$ cat config.mk
export PLATFORM = sky130hd
export DESIGN_NAME = mem_ctrl
export DESIGN_NICKNAME = d
export VERILOG_FILES = /design/src/rtl/mem_defs_pkg.sv /design/src/rtl/mem_ctrl.sv
export SDC_FILE = /design/constraint.sdc
export NUM_CORES = 1
export LEC_CHECK = 0
export CORE_MARGIN = 1
export CORE_UTILIZATION = 35
export DETAILED_ROUTE_END_ITERATION = 8
export PLACE_DENSITY = 0.82
export SYNTH_ARGS = -nofsm -noshare
export SYNTH_HDL_FRONTEND = slang
export SYNTH_SLANG_ARGS = --single-unit
$ cat constraint.sdc
create_clock -name I_clk -period 1.45 [get_ports I_clk]
set_input_delay 0.29 -clock I_clk [delete_from_list [all_inputs] [get_ports I_clk]]
set_output_delay 0.29 -clock I_clk [all_outputs]
set_load 0.005 [all_outputs]
$ cat src/rtl/mem_defs_pkg.sv
// Shared memory-system definitions: access size encodings, controller FSM
// state encoding and the default top-of-memory byte address. Imported by
// the controller and by anything modelling the RAM side of the interface.
package mem_defs_pkg;

  localparam logic [1:0]  SIZE_BYTE        = 2'd1;
  localparam logic [1:0]  SIZE_WORD        = 2'd2;
  localparam logic [15:0] MEM_LAST_DEFAULT = 16'h07FF;

  typedef enum logic [1:0] {
    ST_IDLE  = 2'd0,
    ST_ISSUE = 2'd1,
    ST_WAIT  = 2'd2
  } state_e;

endpackage

$ cat src/rtl/mem_ctrl.sv
// CPU-to-RAM access controller. Accepts one byte/word load or store per
// request, range-checks it against MEM_LAST, issues a single RAM enable
// cycle and reports completion with a one-cycle O_done (O_fault marks a
// rejected request). All outputs are registered.
//   I_clk, I_reset_n        : clock, async active-low reset
//   I_req/I_we/I_size/I_signed/I_addr/I_wdata : CPU request (sampled in IDLE)
//   O_busy/O_done/O_fault/O_rdata              : CPU status and load data
//   O_ram_enable/write/size/addr/data, I_ram_data : RAM port
module mem_ctrl
  import mem_defs_pkg::*;
#(
  parameter logic [15:0] MEM_LAST = MEM_LAST_DEFAULT
) (
  input  logic        I_clk,
  input  logic        I_reset_n,
  input  logic        I_req,
  input  logic        I_we,
  input  logic [1:0]  I_size,
  input  logic        I_signed,
  input  logic [15:0] I_addr,
  input  logic [15:0] I_wdata,
  output logic        O_busy,
  output logic        O_done,
  output logic        O_fault,
  output logic [15:0] O_rdata,
  output logic        O_ram_enable,
  output logic        O_ram_write,
  output logic [1:0]  O_ram_size,
  output logic [15:0] O_ram_addr,
  output logic [15:0] O_ram_data,
  input  logic [15:0] I_ram_data
);

  state_e      state_q, state_d;
  logic        busy_q, busy_d;
  logic        done_q, done_d;
  logic        fault_q, fault_d;
  logic [15:0] rdata_q, rdata_d;
  logic        ram_en_q, ram_en_d;
  logic        ram_we_q, ram_we_d;
  logic [1:0]  ram_size_q, ram_size_d;
  logic [15:0] ram_addr_q, ram_addr_d;
  logic [15:0] ram_data_q, ram_data_d;
  logic        signed_q, signed_d;
  logic        legal;

  // A word needs addr+1 in range too, so a word at MEM_LAST is rejected.
  always_comb begin
    legal = ((I_size == SIZE_BYTE) || (I_size == SIZE_WORD)) &&
            (I_addr <= MEM_LAST) &&
            !((I_size == SIZE_WORD) && (I_addr == MEM_LAST));
  end

  always_ff @(posedge I_clk or negedge I_reset_n) begin
    if (!I_reset_n) state_q <= ST_IDLE;
    else            state_q <= state_d;
  end

  always_comb begin
    state_d = state_q;
    case (state_q)
      ST_IDLE:  if (I_req && legal) state_d = ST_ISSUE;
      ST_ISSUE: state_d = ram_we_q ? ST_IDLE : ST_WAIT;
      ST_WAIT:  state_d = ST_IDLE;
      default:  state_d = ST_IDLE;
    endcase
  end

  // Output values are derived from the next state so the registered
  // outputs line up with the state they describe.
  always_comb begin
    busy_d     = (state_d != ST_IDLE);
    ram_en_d   = (state_d == ST_ISSUE);
    done_d     = 1'b0;
    fault_d    = 1'b0;
    rdata_d    = rdata_q;
    ram_we_d   = ram_we_q;
    ram_size_d = ram_size_q;
    ram_addr_d = ram_addr_q;
    ram_data_d = ram_data_q;
    signed_d   = signed_q;
    case (state_q)
      ST_IDLE: begin
        if (I_req) begin
          if (legal) begin
            ram_we_d   = I_we;
            ram_size_d = I_size;
            ram_addr_d = I_addr;
            ram_data_d = (I_size == SIZE_BYTE) ? {8'h00, I_wdata[7:0]} : I_wdata;
            signed_d   = I_signed;
          end else begin
            done_d  = 1'b1;
            fault_d = 1'b1;
          end
        end
      end
      ST_ISSUE: done_d = ram_we_q;
      ST_WAIT: begin
        done_d = 1'b1;
        if (ram_size_q == SIZE_BYTE)
          rdata_d = {{8{signed_q & I_ram_data[7]}}, I_ram_data[7:0]};
        else
          rdata_d = I_ram_data;
      end
      default: ;
    endcase
  end

  always_ff @(posedge I_clk or negedge I_reset_n) begin
    if (!I_reset_n) begin
      busy_q     <= 1'b0;
      done_q     <= 1'b0;
      fault_q    <= 1'b0;
      rdata_q    <= '0;
      ram_en_q   <= 1'b0;
      ram_we_q   <= 1'b0;
      ram_size_q <= '0;
      ram_addr_q <= '0;
      ram_data_q <= '0;
      signed_q   <= 1'b0;
    end else begin
      busy_q     <= busy_d;
      done_q     <= done_d;
      fault_q    <= fault_d;
      rdata_q    <= rdata_d;
      ram_en_q   <= ram_en_d;
      ram_we_q   <= ram_we_d;
      ram_size_q <= ram_size_d;
      ram_addr_q <= ram_addr_d;
      ram_data_q <= ram_data_d;
      signed_q   <= signed_d;
    end
  end

  assign O_busy       = busy_q;
  assign O_done       = done_q;
  assign O_fault      = fault_q;
  assign O_rdata      = rdata_q;
  assign O_ram_enable = ram_en_q;
  assign O_ram_write  = ram_we_q;
  assign O_ram_size   = ram_size_q;
  assign O_ram_addr   = ram_addr_q;
  assign O_ram_data   = ram_data_q;

endmodule

After elaboration in Yosys (flattened, before gate mapping):

Index checks and enable logic that the tools add are counted.
Widths: inputs -> output; s select.

* equality and inequality tests: 7
* reductions and logical operators: 9
* divide/modulo/power cells: 0
* multipliers: 0
* order comparisons: 1
* $add $sub $neg: 0
* bitwise logic cells: 1
* muxes and demuxes: 9
* shift operators: 0

Operators with widths (number)
* $mux 16: 2
* $eq 16x11->1 const B: 1
* $le 16x11->1 const B: 1
* $eq 2x1->1 const B: 4
* $eq 2x2->1 const B: 2
* $logic_and 1x1->1: 4
* $mux 2: 2
* $pmux 2 s2: 1
* $mux 1: 3
* $pmux 1 s3: 1
* $reduce_and 3->1: 1
* $logic_not 2->1: 1
* $reduce_bool 2->1: 1
* $and 1x1->1: 1
* $logic_not 1->1: 1
* $logic_or 1x1->1: 1

* bits in latches: 0
* register bits: 58
* memories: 0
* memory bits (writable): 0
* output and inout port bits: 55
* word-level logic and storage cells: 38
* ROM bits: 0
* input bits: 55

Depth between registers and ports, before layout:

Gate-level depths: netlist of the first run.

* depth after elaboration: 8
* mapped depth: 8
* mapped depth without buffers: 6

Worst setup path after synthesis of the first run:

Ideal clock, no wire load.

* path kind: input to register
* start: input I_size[0]
* end: register ram_addr_q[0] (netlist: O_ram_addr[0])
* setup slack: -0.388 ns
* stages on the path: 8
* library setup time: 0.127 ns
* data required time: 1.323 ns
* buffers on the path: 2
* data arrival time: 1.710 ns
* cells stage by stage: inv_1 > ha_1 > nor4_1 > nand2_1 > nor3_2 > buf_4 > buf_6 > mux2_1

* word-level cells in the longest chain between the ends: 5
* elaborated cells on any way between the ends: 8
* classes of those cells: eq/ne: 2; reduce/logical: 6

Ends and longest elaborated chain
* from (decl): RTL line mem_ctrl.sv:18 `input logic [1:0] I_size,`
* $eq 2x1->1 / $eq 2x2->1 (equally long branches): RTL line mem_ctrl.sv:49, mem_ctrl.sv:51
* $logic_or 1x1->1 / $logic_and 1x1->1 (equally long branches): RTL line mem_ctrl.sv:49, mem_ctrl.sv:51
* $logic_and 1x1->1 / $logic_not 1->1 (equally long branches): RTL line mem_ctrl.sv:49, mem_ctrl.sv:51
* $logic_and 1x1->1 (*): RTL line mem_ctrl.sv:50 `(I_addr <= MEM_LAST) &&`
* $reduce_and 3->1 (no line) (*)
* to (signal assigned): RTL line mem_ctrl.sv:129 `ram_addr_q <= ram_addr_d;`
* to (decl): RTL line mem_ctrl.sv:42 `logic [15:0] ram_addr_q, ram_addr_d;`

Every way passes the cells marked *; elsewhere a longest branch is shown, timed or not.
A chain may end at the register's enable or synchronous reset.

Final worst setup path of the first run:

* start: register state_q[0]
* end: register ram_data_q[10] (netlist: O_ram_data[10])

* word-level cells in the longest chain between the ends: 2

Ends and longest elaborated chain
* from (decl): RTL line mem_ctrl.sv:34 `state_e state_q, state_d;`
* from (signal assigned): RTL line mem_ctrl.sv:56 `else state_q <= state_d;`
* $logic_not 2->1: RTL line mem_ctrl.sv:82 `case (state_q)`
* $reduce_and 3->1 (no line)
* to (signal assigned): RTL line mem_ctrl.sv:130 `ram_data_q <= ram_data_d;`
* to (decl): RTL line mem_ctrl.sv:43 `logic [15:0] ram_data_q, ram_data_d;`

No other way between the ends.

==> flow_metrics.env, run 1 <==
export IMPL_crit_arrival_ns=1.82
export IMPL_initial_core_util_pct=36.1
export IMPL_syn_nets=225
export IMPL_cts_tree="built"
export IMPL_crit_type="register to register"
export IMPL_synthCells=168
export IMPL_crit_slowest_cell="dfrtp_1"
export IMPL_cap_violations=0
export IMPL_intPower_mw=3.20
export IMPL_combPwrFrac_pct=21.4
export IMPL_grt_use_total_pct=19.4
export IMPL_netlist_area_um2=2290
export IMPL_fmax_mhz=623
export IMPL_dieHeight_um=82.9
export IMPL_p_per_area_nw_per_um2=1020
export IMPL_antenna_left=0
export IMPL_rsz0062_at_grt="true"
export IMPL_ys_ff_latch=58
export IMPL_placed_cells=366
export IMPL_firstDrtPassIters=6
export IMPL_viasPerCell=4.70
export IMPL_start_kind="register"
export IMPL_grt_pass1_vias=2078
export IMPL_cts_buffers=9
export IMPL_fin_skew_ns=0.0109
export IMPL_path_max_fanout=7
export IMPL_worstHoldPathType="input port to register"
export IMPL_min_to="O_ram_addr[4]"
export IMPL_ir_worst_vdd_uv=637
export IMPL_drive_gt1_share_pct=33.6
export IMPL_clkPwrFrac_pct=32.4
export IMPL_p_switching_mw=1.01
export IMPL_rr_worst_depth=6
export IMPL_finalCritPeriodShare_pct=111
export IMPL_crit_start="state_q[0]"
export IMPL_synth_distinct_cells=22
export IMPL_path_buf_inv=2
export IMPL_slew_viol_final=0
export IMPL_antenna_found_initial=0
export IMPL_fin_area_um2=4120
export IMPL_clkSinkCount=58
export IMPL_p_leak_nw=2.09
export IMPL_rr_endpoint="O_ram_data[10]"
export IMPL_synth_ff_type="dfrtp_1"
export IMPL_final_cells=401
export IMPL_switching_share_pct=24.0
export IMPL_yosys_warnings=0
export IMPL_cp_cell_sequence="nor2_2 -> nand2_2 -> nor3_4 -> buf_6 -> buf_12 -> mux2_4"
export IMPL_finalHoldViolCount=0
export IMPL_num_antenna_cells=0
export IMPL_critPathMaxStageDelay_ns=0.39
export IMPL_violations="setup timing"
export IMPL_grt_pass1_wl_mm=10.3
export IMPL_finalSetupViolCount=36
export IMPL_fin_crit_ns=1.61
export IMPL_place_area_um2=3660
export IMPL_r2r_start="state_q[0]"
export IMPL_drc=0
export IMPL_place_congestion=0.722
export IMPL_max_slew_margin_pct=78.6
export IMPL_fin_nets=376
export IMPL_totalPowerFinal_mw=4.20
export IMPL_grt_max_degree=59
export IMPL_rows=29
export IMPL_async_flop_share_pct=100
export IMPL_drt_total_wl_mm=6.09
export IMPL_core_um2=6350
export IMPL_synth_edf_count=0
export IMPL_syn_to_final_growth_pct=79.8
export IMPL_io_buffers=109
export IMPL_min_path_cells=2
export IMPL_hpwlAfterDp_mm=3.79
export IMPL_worst_pin_slew_ns=0.322
export IMPL_drt_first_iter_violations=33
export IMPL_clk_latency_ns=0.33
export IMPL_wire_per_inst_um=15.2
export IMPL_reg2reg_slack_ns=-0.16
export IMPL_p_seq_share_pct=46.2
export IMPL_fin_ws_ns=-0.155
export IMPL_cp_top_family="simple AND/OR/NAND/NOR gates"
export IMPL_end_kind="register"
export IMPL_crit_required_ns=1.66
export IMPL_cts_buffer_depth=2
export IMPL_vias=1886
export IMPL_grt_overflow_total=0
export IMPL_htree_levels=3
export IMPL_clk_pin_slew_worst_paths_ns=0.07
export IMPL_hp_start="I_addr[4]"
export IMPL_die_area_um2=6870
export IMPL_outcome="finished with violations"
export IMPL_syn_avg_cell_area_um2=13.6
export IMPL_dieWidth_um=82.9
export IMPL_seq_area_frac_synth_pct=63.4
export IMPL_ios=110
export IMPL_cts_root_buf="clkbuf_8"
==> flip-flops by register name, indices dropped and copies added (netlist names) <==
register      cells
O_ram_enable      1
state_q           2
O_ram_size        2
signed_q          1
O_rdata          16
O_busy            1
O_ram_data       16
O_done            1
O_ram_addr       16
O_fault           1
O_ram_write       1
==> metal layers <==
| layer | track usage [%] | wire [µm] | vias up |
|---|---|---|---|
| met5 | 0 | 0 | - |
| met4 | 9.40 | 123 | 0 |
| met3 | 5.17 | 308 | 10 |
| met2 | 31.4 | 3100 | 65 |
| met1 | 24.0 | 2550 | 934 |
| li1 | - | - | 877 |
==> worst max path at each step <==
stage	end	cells after the start	slack, ns
2_1_floorplan	O_ram_addr[0]	8	-0.26
6_report	O_ram_data[10]	6	-0.16
3_5_place_dp	O_ram_addr[4]	8	-0.97
3_3_place_gp	O_ram_data[0]	8	-0.93
5_1_grt	O_ram_data[11]	9	-0.23
4_1_cts	O_ram_write	10	-0.13
==> cells in the final DEF (no fill, tap or decap), types with 3 or more instances in the layout <==
| cell type | instances |
|---|---|
| a21oi_1 | 8 |
| buf_12 | 6 |
| buf_2 | 6 |
| buf_4 | 25 |
| buf_6 | 4 |
| clkbuf_8 | 12 |
| clkdlybuf4s15_1 | 4 |
| clkdlybuf4s50_1 | 35 |
| dfrtp_1 | 58 |
| dlygate4sd2_1 | 60 |
| mux2_2 | 8 |
| mux2_4 | 31 |
| nand2_1 | 10 |
| nand2b_1 | 3 |
| nand4_1 | 3 |
| nor2_1 | 4 |
| nor2b_1 | 12 |
| o21ai_0 | 8 |
==> metrics by stage <==
step | utilization [%] | setup slack (ns) | hold WS, ns | TNS [ns]
after CTS | 65.2 | -0.132 | 0.186 | -2.69
after floorplan | - | -0.255 | -0.00559 | -5.88
after global placement | 57.6 | -0.926 | 0.315 | -34.92
after global routing | 64.8 | -0.226 | 0.208 | -7.15
final | 64.8 | -0.155 | 0.217 | -4.28
after detailed placement | 57.6 | -0.974 | 0.316 | -36.45
==> power groups by stage <==
stage / registers [mW] / clock network [mW] / logic [mW]
final: 1.94 / 1.36 / 0.900
after global routing: 1.97 / 1.49 / 0.979
after CTS: 1.94 / 1.41 / 0.896
after detailed placement: 1.97 / 0 / 0.936
after global placement: 1.97 / 0 / 0.919
after floorplan: 1.98 / 0 / 0.232
==> timing repair <==
action                                  CTS  global route
endpoints found under the hold margin    58             0
pin swaps                                 3             5
cloned                                    4             0
hold buffers                              1             0
buffers inserted                         18             3
resized for setup                       139            14
endpoints found under the setup margin   95            40
==> cell usage after synthesis, types with 2 or more instances <==
master    instances  area (µm²)
o21ai_0           9        45.0
dfrtp_1          58        1450
nand2b_1          3        18.8
nand2_1          11        41.3
a21oi_1           8        40.0
mux2_2           26         293
nand4_1           3        18.8
nor2_1            5        18.8
clkbuf_1          4        15.0
buf_6             2        22.5
ha_1              2        25.0
inv_1             2        7.51
mux2_1           13         146
nor2b_1          13        81.3
nor3_2            2        20.0
==> logic make-up (layout without fill, tap and decap cells) <==
family	after synthesis	count (layout)	share of synthesized area (%)
AO/OA/AOI/OAI	18	18	4.04
AND/OR/NAND/NOR	41	41	9.78
flip-flops	58	58	63.4
buffers and inverters	10	166	2.51
adder cells (fa/ha/maj)	2	2	1.09
multiplexers	39	39	19.2
==> final cells by class <==
class	instances	area, µm²
multi-input cells	100	938
flip-flops and latches	58	1450
clock buffers	14	173
fillers	499	2230
clock inverters	2	10.0
inverters	2	20.0
well taps	77	96.3
repair buffers	148	1430
(Power assumes the default switching activity.)
==> run 2, diff against run 1 <==
CAP_MARGIN = 20   (was unset)
CTS_BUF_LIST = sky130_fd_sc_hd__clkbuf_8   (was unset)
==> run 2 against run 1 <==
  * The run still ends with setup timing left
  * Core utilization did not move
  * Clock skew barely moved
  * Clock power is essentially flat
  * Final area is the same
  * Hold slack got worse by 0.0012 ns
  * Wire length is the same
  * Largest cell class unchanged
  * Power fell by 0.32%
  * Via count unchanged
  * Register-to-register slack about the same
  * Non-clock buffer count did not move
  * First-iteration DRC count shrank 3.0%
  * Sequential power barely moved
==> flow_metrics.env, run 2 (synthesis results as in run 1) <==
export IMPL_drt_total_wl_mm=6.09
export IMPL_path_buf_inv=2
export IMPL_max_slew_margin_pct=78.6
export IMPL_slew_viol_final=0
export IMPL_clkSinkCount=58
export IMPL_worstHoldPathType="input port to register"
export IMPL_cts_root_buf="clkbuf_8"
export IMPL_finalHoldViolCount=0
export IMPL_firstDrtPassIters=6
export IMPL_cp_depth=6
export IMPL_drive_gt1_share_pct=33.6
export IMPL_cp_cell_sequence="nor2_2 -> nand2_2 -> nor3_4 -> buf_6 -> buf_12 -> mux2_4"
export IMPL_crit_type="register to register"
export IMPL_finalSetupViolCount=36
export IMPL_grt_overflow_total=0
export IMPL_gr_usage_met3_pct=5.17
export IMPL_fin_area_um2=4120
export IMPL_cp_top_family="simple AND/OR/NAND/NOR gates"
export IMPL_critPathMaxStageDelay_ns=0.39
export IMPL_totalPowerFinal_mw=4.19
export IMPL_grt_max_degree=59
export IMPL_cts_buffer_depth=2
export IMPL_fmax_mhz=623
export IMPL_fin_skew_ns=0.0111
export IMPL_end_kind="register"
export IMPL_fin_ws_ns=-0.155
export IMPL_worst_pin_slew_ns=0.321
export IMPL_rr_worst_depth=6
export IMPL_grt_use_total_pct=19.4
export IMPL_dp_slack_ns=-0.974
export IMPL_grtUsageMet2_pct=31.4
export IMPL_dieHeight_um=82.9
export IMPL_violations="setup timing"
export IMPL_crit_slowest_cell="dfrtp_1"
export IMPL_cts_tree="built"
export IMPL_drc=0
export IMPL_start_kind="register"
export IMPL_hpwlAfterDp_mm=3.79
export IMPL_dieWidth_um=82.9
export IMPL_busiest_layer="met2"
export IMPL_ios=110
export IMPL_syn_to_final_growth_pct=79.8
export IMPL_cts_buffers=9
export IMPL_drt_first_iter_violations=32
export IMPL_viasPerCell=4.70
export IMPL_place_area_um2=3660
export IMPL_p_leak_nw=2.10
export IMPL_die_area_um2=6870
export IMPL_ir_worst_vdd_uv=636
export IMPL_num_antenna_cells=0
export IMPL_fin_nets=376
export IMPL_grt_pass1_wl_mm=10.3
export IMPL_finalCritPeriodShare_pct=111
export IMPL_core_um2=6350
export IMPL_rows=29
export IMPL_wire_per_inst_um=15.2
export IMPL_fin_crit_ns=1.60
export IMPL_initial_core_util_pct=36.1
export IMPL_path_max_fanout=7
export IMPL_layout_commonest_cell="dlygate4sd2_1"
export IMPL_min_path_cells=2
export IMPL_vias=1886
export IMPL_grt_pass1_vias=2078
export IMPL_io_buffers=109
export IMPL_cap_violations=0
export IMPL_final_cell_mix="dlygate4sd2_1 (60), dfrtp_1 (58), clkdlybuf4s50_1 (35), mux2_4 (31), buf_4 (25)"
export IMPL_clk_pin_slew_worst_paths_ns=0.07
export IMPL_clk_latency_ns=0.33
export IMPL_crit_required_ns=1.66
export IMPL_htree_levels=3
export IMPL_use_met1_pct=24.0
export IMPL_crit_arrival_ns=1.82
export IMPL_rsz0062_at_grt="true"
export IMPL_outcome="finished with violations"
export IMPL_antenna_left=0
export IMPL_place_congestion=0.722
export IMPL_antenna_found_initial=0
export IMPL_p_per_area_nw_per_um2=1020
[run 2: cell count changes in the layout (fill, tap and decap cells not counted)]
cell,previous run,this run
inv_1,1,3
clkbuf_1,2,0
[run 2: path summary, 6_finish.rpt]
kind / start / end / slack [ns]
worst min register to register: O_rdata[8] / O_rdata[8] / 0.47
worst min-delay path: I_addr[4] / O_ram_addr[4] / 0.22
max in group asynchronous: I_reset_n / O_ram_data[9] / 0.69
worst max register to register: state_q[0] / O_ram_data[10] / -0.15
worst max-delay path: state_q[0] / O_ram_data[10] / -0.15
min in group asynchronous: I_reset_n / O_ram_addr[8] / 0.47
[run 2: metrics by stage]
| stage | TNS, ns | util [%] | hold slack (ns) | cells |
|---|---|---|---|---|
| 2_1_floorplan | -5.88 | - | -0.00559 | 168 |
| 5_1_grt | -7.15 | 64.8 | 0.208 | 401 |
| 6_report | -4.27 | 64.8 | 0.216 | 401 |
| 3_3_place_gp | -34.92 | 57.6 | 0.315 | 366 |
| 3_5_place_dp | -36.45 | 57.6 | 0.316 | 366 |
| 4_1_cts | -2.69 | 65.2 | 0.186 | 403 |
[run 2: layout make-up]
| type | instances | area, µm² |
|---|---|---|
| multi-input cells | 100 | 938 |
| fillers | 499 | 2230 |
| well taps | 77 | 96.3 |
| clock inverters | 4 | 17.5 |
| flip-flops and latches | 58 | 1450 |
| clock buffers | 12 | 165 |
| inverters | 2 | 20.0 |
| repair buffers | 148 | 1430 |
[run 2: routing by layer]
| metal | routed length [µm] | up-vias | share of wire [%] |
|---|---|---|---|
| met3 | 308 | 10 | 5.1 |
| met5 | 0 | - | 0 |
| met4 | 123 | 0 | 2.0 |
| li1 | - | 877 | - |
| met2 | 3100 | 65 | 51 |
| met1 | 2550 | 934 | 42 |
[run 2: report_power, final]
part | leakage (nW) | internal, mW | switching (mW)
clock | 0.105 | 0.742 | 0.607
sequential | 0.740 | 1.83 | 0.109
combinational | 1.25 | 0.607 | 0.292
[run 2: repair_timing]
action                                  in CTS  in global routing
hold buffers                                 1                  0
gates cloned                                 4                  0
setup buffers                               18                  3
endpoints found under the setup margin      95                 40
pin swaps                                    3                  5
hold endpoints to repair                    58                  0
gates resized for setup                    139                 14
==> run 3, diff against run 2 <==
GPL_ROUTABILITY_DRIVEN = 0   (was unset)
==> results of run 3 <==
Same layout as run 2: the final DEF is identical, and so are final timing and power.
